$ cat src/rtl/pmp_checker_seq.sv
// ============================================================================
// pmp_checker_seq
// ----------------------------------------------------------------------------
// Multi-cycle RISC-V PMP checker sitting between the MMU/LSU and the memory
// port. A request describes a whole access range [paddr, paddr+2^size-1].
// The checker walks the PMP entries ENT_PER_CYC at a time, stops at the first
// group that contains a matching entry (the lowest-indexed match inside that
// group decides) and returns allow/deny on a valid/ready response channel.
//
// Handshake rule (both channels): a transfer happens on a rising clk edge
// where valid && ready are both 1. A producer holds valid and its payload
// stable until that edge; ready may not depend combinationally on valid.
//
// Ports
//   clk, rst_n          clock (rising edge), asynchronous active-low reset
//   req_valid/ready     request handshake; ready is high only in IDLE
//   req_paddr           start physical address (PADDR_W bits)
//   req_size            log2 of access bytes (0:1B .. 3:8B)
//   req_access          {X,W,R} one-hot
//   req_priv            privilege level (M = 2'b11)
//   csr_pmpcfg          packed pmpcfg bytes, entry 0 in the LSBs
//   csr_pmpaddr         packed pmpaddr registers, PADDR_W-2 bits each
//   csr_update          pulse: a pmpcfg/pmpaddr CSR was written this cycle
//   resp_valid/ready    response handshake; payload held until accepted
//   resp_allowed        1 => access permitted
//   resp_hit            1 => an entry matched fully or partially
//   resp_idx            index of the deciding entry, 0 without a hit
// ============================================================================
module pmp_checker_seq #(
    parameter int PMP_ENTRIES = 16,
    parameter int PADDR_W     = 56,
    parameter int PMP_G       = 0,
    parameter int ENT_PER_CYC = 4
) (
    input  logic                    clk,
    input  logic                    rst_n,
    input  logic                    req_valid,
    output logic                    req_ready,
    input  logic [PADDR_W-1:0]      req_paddr,
    input  logic [1:0]              req_size,
    input  logic [2:0]              req_access,
    input  logic [1:0]              req_priv,
    // With zero implemented entries the CSR buses keep a one-entry width so
    // the port list stays legal; their contents are then ignored.
    input  logic [8*((PMP_ENTRIES > 0) ? PMP_ENTRIES : 1)-1:0]           csr_pmpcfg,
    input  logic [(PADDR_W-2)*((PMP_ENTRIES > 0) ? PMP_ENTRIES : 1)-1:0] csr_pmpaddr,
    input  logic                    csr_update,
    output logic                    resp_valid,
    input  logic                    resp_ready,
    output logic                    resp_allowed,
    output logic                    resp_hit,
    output logic [5:0]              resp_idx
);

    // ------------------------------------------------------------------------
    // Derived sizes
    // ------------------------------------------------------------------------
    localparam int AW       = PADDR_W - 2;        // pmpaddr width
    localparam int W1       = PADDR_W + 1;        // range bounds incl. carry
    localparam int NGRP     = (PMP_ENTRIES + ENT_PER_CYC - 1) / ENT_PER_CYC;
    localparam int NG1      = (NGRP > 0) ? NGRP : 1;
    localparam int NPAD     = NG1 * ENT_PER_CYC;  // entries rounded up to groups
    localparam int GW       = (NG1 > 1) ? $clog2(NG1) : 1;
    localparam int IW       = (NPAD > 1) ? $clog2(NPAD) : 1;
    localparam logic [GW-1:0] LAST_GRP = GW'(NG1 - 1);

    localparam logic [1:0] A_OFF   = 2'd0;
    localparam logic [1:0] A_TOR   = 2'd1;
    localparam logic [1:0] A_NA4   = 2'd2;
    localparam logic [1:0] A_NAPOT = 2'd3;
    localparam logic [1:0] PRIV_M  = 2'b11;

    function automatic logic [AW-1:0] low_ones(input int n);
        logic [AW-1:0] m;
        m = '0;
        for (int b = 0; b < AW; b++) begin
            if (b < n) m[b] = 1'b1;
        end
        return m;
    endfunction

    // Granularity: NAPOT reads pmpaddr[G-2:0] as ones, OFF/TOR read
    // pmpaddr[G-1:0] as zeros. Both masks are empty for G=0.
    localparam logic [AW-1:0] NAPOT_SET = low_ones(PMP_G - 1);
    localparam logic [AW-1:0] TOR_CLR   = low_ones(PMP_G);

    // pmpaddr as seen by the matcher, after granularity read-masking.
    function automatic logic [AW-1:0] eff_addr(input logic [1:0] mode,
                                               input logic [AW-1:0] raw);
        logic [AW-1:0] r;
        case (mode)
            A_NAPOT: r = raw | NAPOT_SET;
            A_NA4:   r = raw;
            default: r = raw & ~TOR_CLR;
        endcase
        return r;
    endfunction

    // Is byte address a inside the region described by one entry?
    // top_w/base_w are word addresses (pmpaddr format).
    function automatic logic in_region(input logic [1:0]    mode,
                                       input logic [AW-1:0] top_w,
                                       input logic [AW-1:0] base_w,
                                       input logic [W1-1:0] a);
        logic [W1-1:0] top_b;
        logic [W1-1:0] base_b;
        logic [AW-1:0] m;
        logic          r;
        top_b  = {1'b0, top_w, 2'b00};
        base_b = {1'b0, base_w, 2'b00};
        // Trailing ones plus the first zero bit: the NAPOT "don't care" mask.
        // An all-ones pmpaddr wraps to an all-ones mask, i.e. the whole space.
        m      = top_w ^ (top_w + 1'b1);
        r      = 1'b0;
        case (mode)
            // base >= top yields an empty interval, so no extra check needed.
            A_TOR:   r = (a >= base_b) && (a < top_b);
            A_NA4:   r = (PMP_G == 0) && (a[W1-1:2] == {1'b0, top_w});
            A_NAPOT: r = !a[PADDR_W] &&
                         ((a[PADDR_W-1:2] & ~m) == (top_w & ~m));
            default: r = 1'b0;
        endcase
        return r;
    endfunction

    // ------------------------------------------------------------------------
    // Unpack CSRs into per-entry arrays; pad the last group with OFF entries.
    // ------------------------------------------------------------------------
    logic [7:0]    cfg_arr  [NPAD];
    logic [AW-1:0] raw_arr  [NPAD];
    logic [AW-1:0] eff_arr  [NPAD];
    logic [AW-1:0] base_arr [NPAD];

    for (genvar j = 0; j < NPAD; j++) begin : g_ent
        if (j < PMP_ENTRIES) begin : g_impl
            logic [1:0] unused_rsvd;
            assign cfg_arr[j]  = csr_pmpcfg[j*8 +: 8];
            assign raw_arr[j]  = csr_pmpaddr[j*AW +: AW];
            assign unused_rsvd = cfg_arr[j][6:5];
        end else begin : g_pad
            assign cfg_arr[j] = '0;
            assign raw_arr[j] = '0;
        end
        assign eff_arr[j] = eff_addr(cfg_arr[j][4:3], raw_arr[j]);
        // TOR lower bound comes from the previous entry, 0 for entry 0.
        if (j == 0) begin : g_base0
            assign base_arr[j] = '0;
        end else begin : g_basen
            assign base_arr[j] = eff_arr[j-1];
        end
    end

    // ------------------------------------------------------------------------
    // Latched request and FSM state
    // ------------------------------------------------------------------------
    typedef enum logic [1:0] {
        IDLE = 2'd0,
        SCAN = 2'd1,
        RESP = 2'd2
    } state_t;

    state_t              state;
    logic [GW-1:0]       grp;
    logic [PADDR_W-1:0]  lat_lo;
    logic [W1-1:0]       lat_hi;
    logic [2:0]          lat_access;
    logic [1:0]          lat_priv;

    logic [2:0]          size_m1;
    always_comb begin
        size_m1 = 3'd0;
        case (req_size)
            2'd0:    size_m1 = 3'd0;
            2'd1:    size_m1 = 3'd1;
            2'd2:    size_m1 = 3'd3;
            default: size_m1 = 3'd7;
        endcase
    end

    // ------------------------------------------------------------------------
    // One group of lanes evaluated per SCAN cycle against the live CSRs.
    // ------------------------------------------------------------------------
    logic [IW-1:0] grp_base;
    logic [IW-1:0] lane_idx     [ENT_PER_CYC];
    logic          lane_hit     [ENT_PER_CYC];
    logic          lane_allowed [ENT_PER_CYC];

    assign grp_base = IW'(grp) * IW'(ENT_PER_CYC);

    for (genvar k = 0; k < ENT_PER_CYC; k++) begin : g_lane
        logic [7:0] cfg;
        logic       lo_in;
        logic       hi_in;
        logic       perm;
        assign lane_idx[k] = grp_base + IW'(k);
        assign cfg         = cfg_arr[lane_idx[k]];
        assign lo_in       = in_region(cfg[4:3], eff_arr[lane_idx[k]],
                                       base_arr[lane_idx[k]], {1'b0, lat_lo});
        assign hi_in       = in_region(cfg[4:3], eff_arr[lane_idx[k]],
                                       base_arr[lane_idx[k]], lat_hi);
        // M-mode bypasses R/W/X unless the entry is locked.
        assign perm        = (lat_priv != PRIV_M || cfg[7]) ?
                             |(cfg[2:0] & lat_access) : 1'b1;
        // A partial match (only one endpoint inside) is a hit but a deny.
        assign lane_hit[k]     = lo_in | hi_in;
        assign lane_allowed[k] = lo_in & hi_in & perm;
    end

    logic          found;
    logic          found_allowed;
    logic [IW-1:0] found_idx;

    // Walk downwards so the lowest-indexed hit is the last one written.
    always_comb begin
        found         = 1'b0;
        found_allowed = 1'b0;
        found_idx     = '0;
        for (int k = ENT_PER_CYC - 1; k >= 0; k--) begin
            if (lane_hit[k]) begin
                found         = 1'b1;
                found_allowed = lane_allowed[k];
                found_idx     = lane_idx[k];
            end
        end
    end

    // ------------------------------------------------------------------------
    // FSM with registered outputs
    // ------------------------------------------------------------------------
    always_ff @(posedge clk or negedge rst_n) begin
        if (!rst_n) begin
            state        <= IDLE;
            grp          <= '0;
            lat_lo       <= '0;
            lat_hi       <= '0;
            lat_access   <= '0;
            lat_priv     <= '0;
            req_ready    <= 1'b0;
            resp_valid   <= 1'b0;
            resp_allowed <= 1'b0;
            resp_hit     <= 1'b0;
            resp_idx     <= '0;
        end else begin
            case (state)
                IDLE: begin
                    if (req_valid && req_ready) begin
                        req_ready  <= 1'b0;
                        lat_lo     <= req_paddr;
                        lat_hi     <= {1'b0, req_paddr} + W1'(size_m1);
                        lat_access <= req_access;
                        lat_priv   <= req_priv;
                        grp        <= '0;
                        if (PMP_ENTRIES == 0) begin
                            state        <= RESP;
                            resp_valid   <= 1'b1;
                            resp_allowed <= 1'b1;
                            resp_hit     <= 1'b0;
                            resp_idx     <= '0;
                        end else begin
                            state <= SCAN;
                        end
                    end else begin
                        req_ready <= 1'b1;
                    end
                end

                SCAN: begin
                    if (lat_hi[PADDR_W]) begin
                        // Range wraps past the top of the address space.
                        state        <= RESP;
                        resp_valid   <= 1'b1;
                        resp_allowed <= 1'b0;
                        resp_hit     <= 1'b0;
                        resp_idx     <= '0;
                    end else if (csr_update) begin
                        // CSRs changed under us: rescan from entry 0.
                        grp <= '0;
                    end else if (found) begin
                        state        <= RESP;
                        resp_valid   <= 1'b1;
                        resp_allowed <= found_allowed;
                        resp_hit     <= 1'b1;
                        resp_idx     <= 6'(found_idx);
                    end else if (grp == LAST_GRP) begin
                        state        <= RESP;
                        resp_valid   <= 1'b1;
                        resp_allowed <= (lat_priv == PRIV_M);
                        resp_hit     <= 1'b0;
                        resp_idx     <= '0;
                    end else begin
                        grp <= grp + 1'b1;
                    end
                end

                RESP: begin
                    if (resp_ready) begin
                        state        <= IDLE;
                        req_ready    <= 1'b1;
                        resp_valid   <= 1'b0;
                        resp_allowed <= 1'b0;
                        resp_hit     <= 1'b0;
                        resp_idx     <= '0;
                    end
                end

                default: begin
                    state <= IDLE;
                end
            endcase
        end
    end

endmodule

$ cat config.mk
export PLATFORM = sky130hd
export DESIGN_NAME = pmp_checker_seq
export DESIGN_NICKNAME = d
export VERILOG_FILES = /design/src/rtl/pmp_checker_seq.sv
export SDC_FILE = /design/constraint.sdc
export NUM_CORES = 2
export LEC_CHECK = 0
export ABC_AREA = 1
export BUFFER_PORTS_ARGS = -buffer_cell sky130_fd_sc_hd__buf_2
export CORE_AREA = 4 4 410 412
export DETAILED_ROUTE_END_ITERATION = 6
export DIE_AREA = 0 0 414 416
export SYNTH_ARGS = -nofsm -noshare
export SYNTH_HDL_FRONTEND = slang
export SYNTH_SLANG_ARGS = --single-unit
$ cat constraint.sdc
create_clock -name clk -period 6.3 [get_ports clk]
set_input_delay 0.945 -clock clk [delete_from_list [all_inputs] [get_ports clk]]
set_output_delay 0.945 -clock clk [all_outputs]
set_load 0.02 [all_outputs]
==> run metrics <==
status=finished, final reports clean; Post-synth ARST share=100%; P_leak=0.0358 µW; GP Congestion=1.10; share of cells above drive strength 1=23.9%; Slew Limit Fails=0; area leader, netlist=nand2_1; kind of end point of the critical path=register; post-synth top area share=between 20% and 30%; register area share after synthesis=6.77%; DP Area=between 0.06 and 0.07 mm²; DRT Pass-1 Iters=6; minimum clock period=6.30 ns; total grt overflow=0; antenna violations before repair=36; core area=approximately 0.16 mm²; Reg clk slew, reported paths=0.08 ns; die area=around 0.17 mm²; Die Ht=416 µm; final setup violating endpoints=0; setup TNS=0 ns; Worst-Skew Late Latency=approximately 0.55 ns; I/O Buffers=1,035; cell area power density=roughly 390 mW/mm²; Max Freq=159 MHz; CP Class=reg2reg; synth warn=0; DR WL/cell=27.4 µm; Sink Count=130; Slew headroom=20.1%; R2R Setup Slk=0.0008 ns; VDD IR-drop max=roughly 210 µV; Hold Violations, Final=0; CTS tree=yes; actual slew at the worst max-slew pin=around 1.2 ns; Avg Synthesized Cell Area=5.52 µm²; DRC=0; RSZ-0062 raised after global routing=true; cell area after synthesis=0.0480 mm²; pre-CTS setup slack=-1.14 ns; Vias=69,300; WP data arrival=about 6.8 ns; IO Pins=1,070; grt met1 use=between 50 and 60%; root buf cell=clkbuf_16; Worst Hold Class=in2async; Gate Count Post-Synth=8,695; Synth area leaders=nand2_1 27%, ha_1 21%, nand3_1 12%; DIE WIDTH=414 µm; 1st-iter DRT viols=between 8,000 and 9,000; Fin Clk Skew=about 0.016 ns; H-tree depth=4; post-layout instance area=0.0658 mm²; Fillers=18,100; CP Max Fanout=47; Netlist cell types=68; grt peak-use layer=met2; HPWL Detailed=between 300,000 and 400,000 µm; synthesized flop and latch total=130; global-route wire length before repair=467,000 µm; Routed Antenna Nets=0; Total GRT Usage=38.0%; most frequent cell after synthesis=nand2_1; Critical Path RT=approximately 6.8 ns; period utilization=between 90% and 100%; area growth from synthesis to layout=37.1%; Row Count=around 150; critical path launch point type=register; number of global-route vias before repair=62,200; vias per inst=5.45; pin count of the biggest net entering global routing=approximately 120; max cap viols=0; Synth Flop Type=dfrtp_1; Clock Path Buffers=2; GR Layer Usage met3=7.52%; Num CTS Buffers=17; GRT met2 Usage=57.7%; EDFF count, synth=0; fin nets=around 12,000; most frequent cells after synthesis=3,499 x nand2_1, 1,119 x nand3_1, 816 x ha_1, 776 x inv_1, 594 x nor2_1; Starting Density=29.2%; min setup slack post-route=about 0.00076 ns; total wire length=~350,000 µm
[flip-flops by register name (all words and copies together) (netlist names)]
signal	count
lat_hi	57
lat_lo	56
resp_idx	4
lat_access	3
grp	2
lat_priv	2
state	2
req_ready	1
resp_allowed	1
resp_hit	1
resp_valid	1
[power by group]
group	internal, µW	leakage [µW]	switching (µW)
clock network	762	0.000332	509
logic	7350	0.0338	14000
registers	1190	0.00162	1640
[metrics by stage]
stage	hold WS [ns]	cells	total power, µW	utilization [%]
floorplan	0.442	8696	12800	-
global placement	0.455	12500	22200	37.7
detailed placement	0.464	12500	22500	37.7
CTS	0.314	12600	24200	39.0
global route	0.343	12700	27000	40.0
finish	0.314	12700	25400	40.0
[cell usage in the layout, fill, tap and decap left out, drive strengths merged, types with 7 or more instances in the layout]
cell type,n
a21oi,402
and2,26
buf,2061
clkbuf,28
dfrtp,130
diode,19
ha,816
inv,786
nand2,3526
nand3,1129
nand3b,165
nand4,164
nor2,629
nor3,120
nor4,69
o211ai,51
o21a,16
o21ai,217
o21bai,7
o22ai,16
xnor2,7
xor2,33
[final cells by class]
cell class	count	area, µm²	area share [%]
Clock buffer	23	508	0.772
Timing Repair Buffer	2067	14200	21.6
Clock inverter	8	171	0.260
Tap cell	2189	2740	4.16
Antenna cell	19	47.5	0.0722
Sequential cell	130	3260	4.95
Inverter	789	3010	4.57
Multi-Input combinational cell	7472	41900	63.6
Timing Repair inverter	1	16.3	0.0247
[layer usage]
metal  up-vias  part of all wire [%]
met1     32500                    42
met4         6                   6.8
met2      3811                    42
met3       589                   9.5
li1      32300                     -
met5         -                 0.013
[critical path, stage by stage, from the launching register on]
cell	delay, ns
dfrtp_4	0.53
buf_6	0.15
clkinv_8	0.07
buf_12	0.14
buf_4	0.41
buf_12	0.28
buf_6	0.35
nand3_1	0.26
nand2_1	0.17
buf_4	0.17
ha_1	0.14
nand2_1	0.18
nor2_1	0.56
nand2_1	0.21
o211ai_1	0.26
a21boi_0	0.17
o21ai_0	0.48
nor2_1	0.16
nand3_1	0.26
nand3_2	0.17
inv_2	0.10
nand2_4	0.06
nor2_4	0.16
nand2_4	0.08
buf_6	0.12
nor2_1	0.12
nand4_1	0.11
nand2_2	0.14
[logic make-up after synthesis]
| group | Yosys count | share of synthesized area (%) |
|---|---|---|
| and+or+nand+nor | 5854 | 53.0 |
| buffers and inverters | 1094 | 9.45 |
| adders and majority gates | 817 | 21.3 |
| AOI/OAI and AO/OA | 759 | 8.73 |
| DFF | 130 | 6.77 |
| xor gates and xnor gates | 40 | 0.729 |
| other | 1 | 0.00781 |
[path summary, 6_finish.rpt]
kind                        startpoint          end  cells past startpoint
max                             grp[1]       grp[0]                     27
min in group clk           lat_priv[0]  lat_priv[0]                      2
min                              rst_n   lat_hi[19]                      1
max in group asynchronous        rst_n       grp[1]                      2
min reg2reg                lat_priv[0]  lat_priv[0]                      2
max reg2reg                     grp[1]       grp[0]                     27
[timing repair]
item | in CTS | in global routing
buffers inserted | 73 | 47
endpoints found under the setup margin | 11 | 11
cloned | 5 | 5
hold buffers | 0 | 0
endpoints found under the hold margin | 0 | 0
resized for setup | 185 | 312
pin swaps | 98 | 186
(Power assumes the default switching activity.)
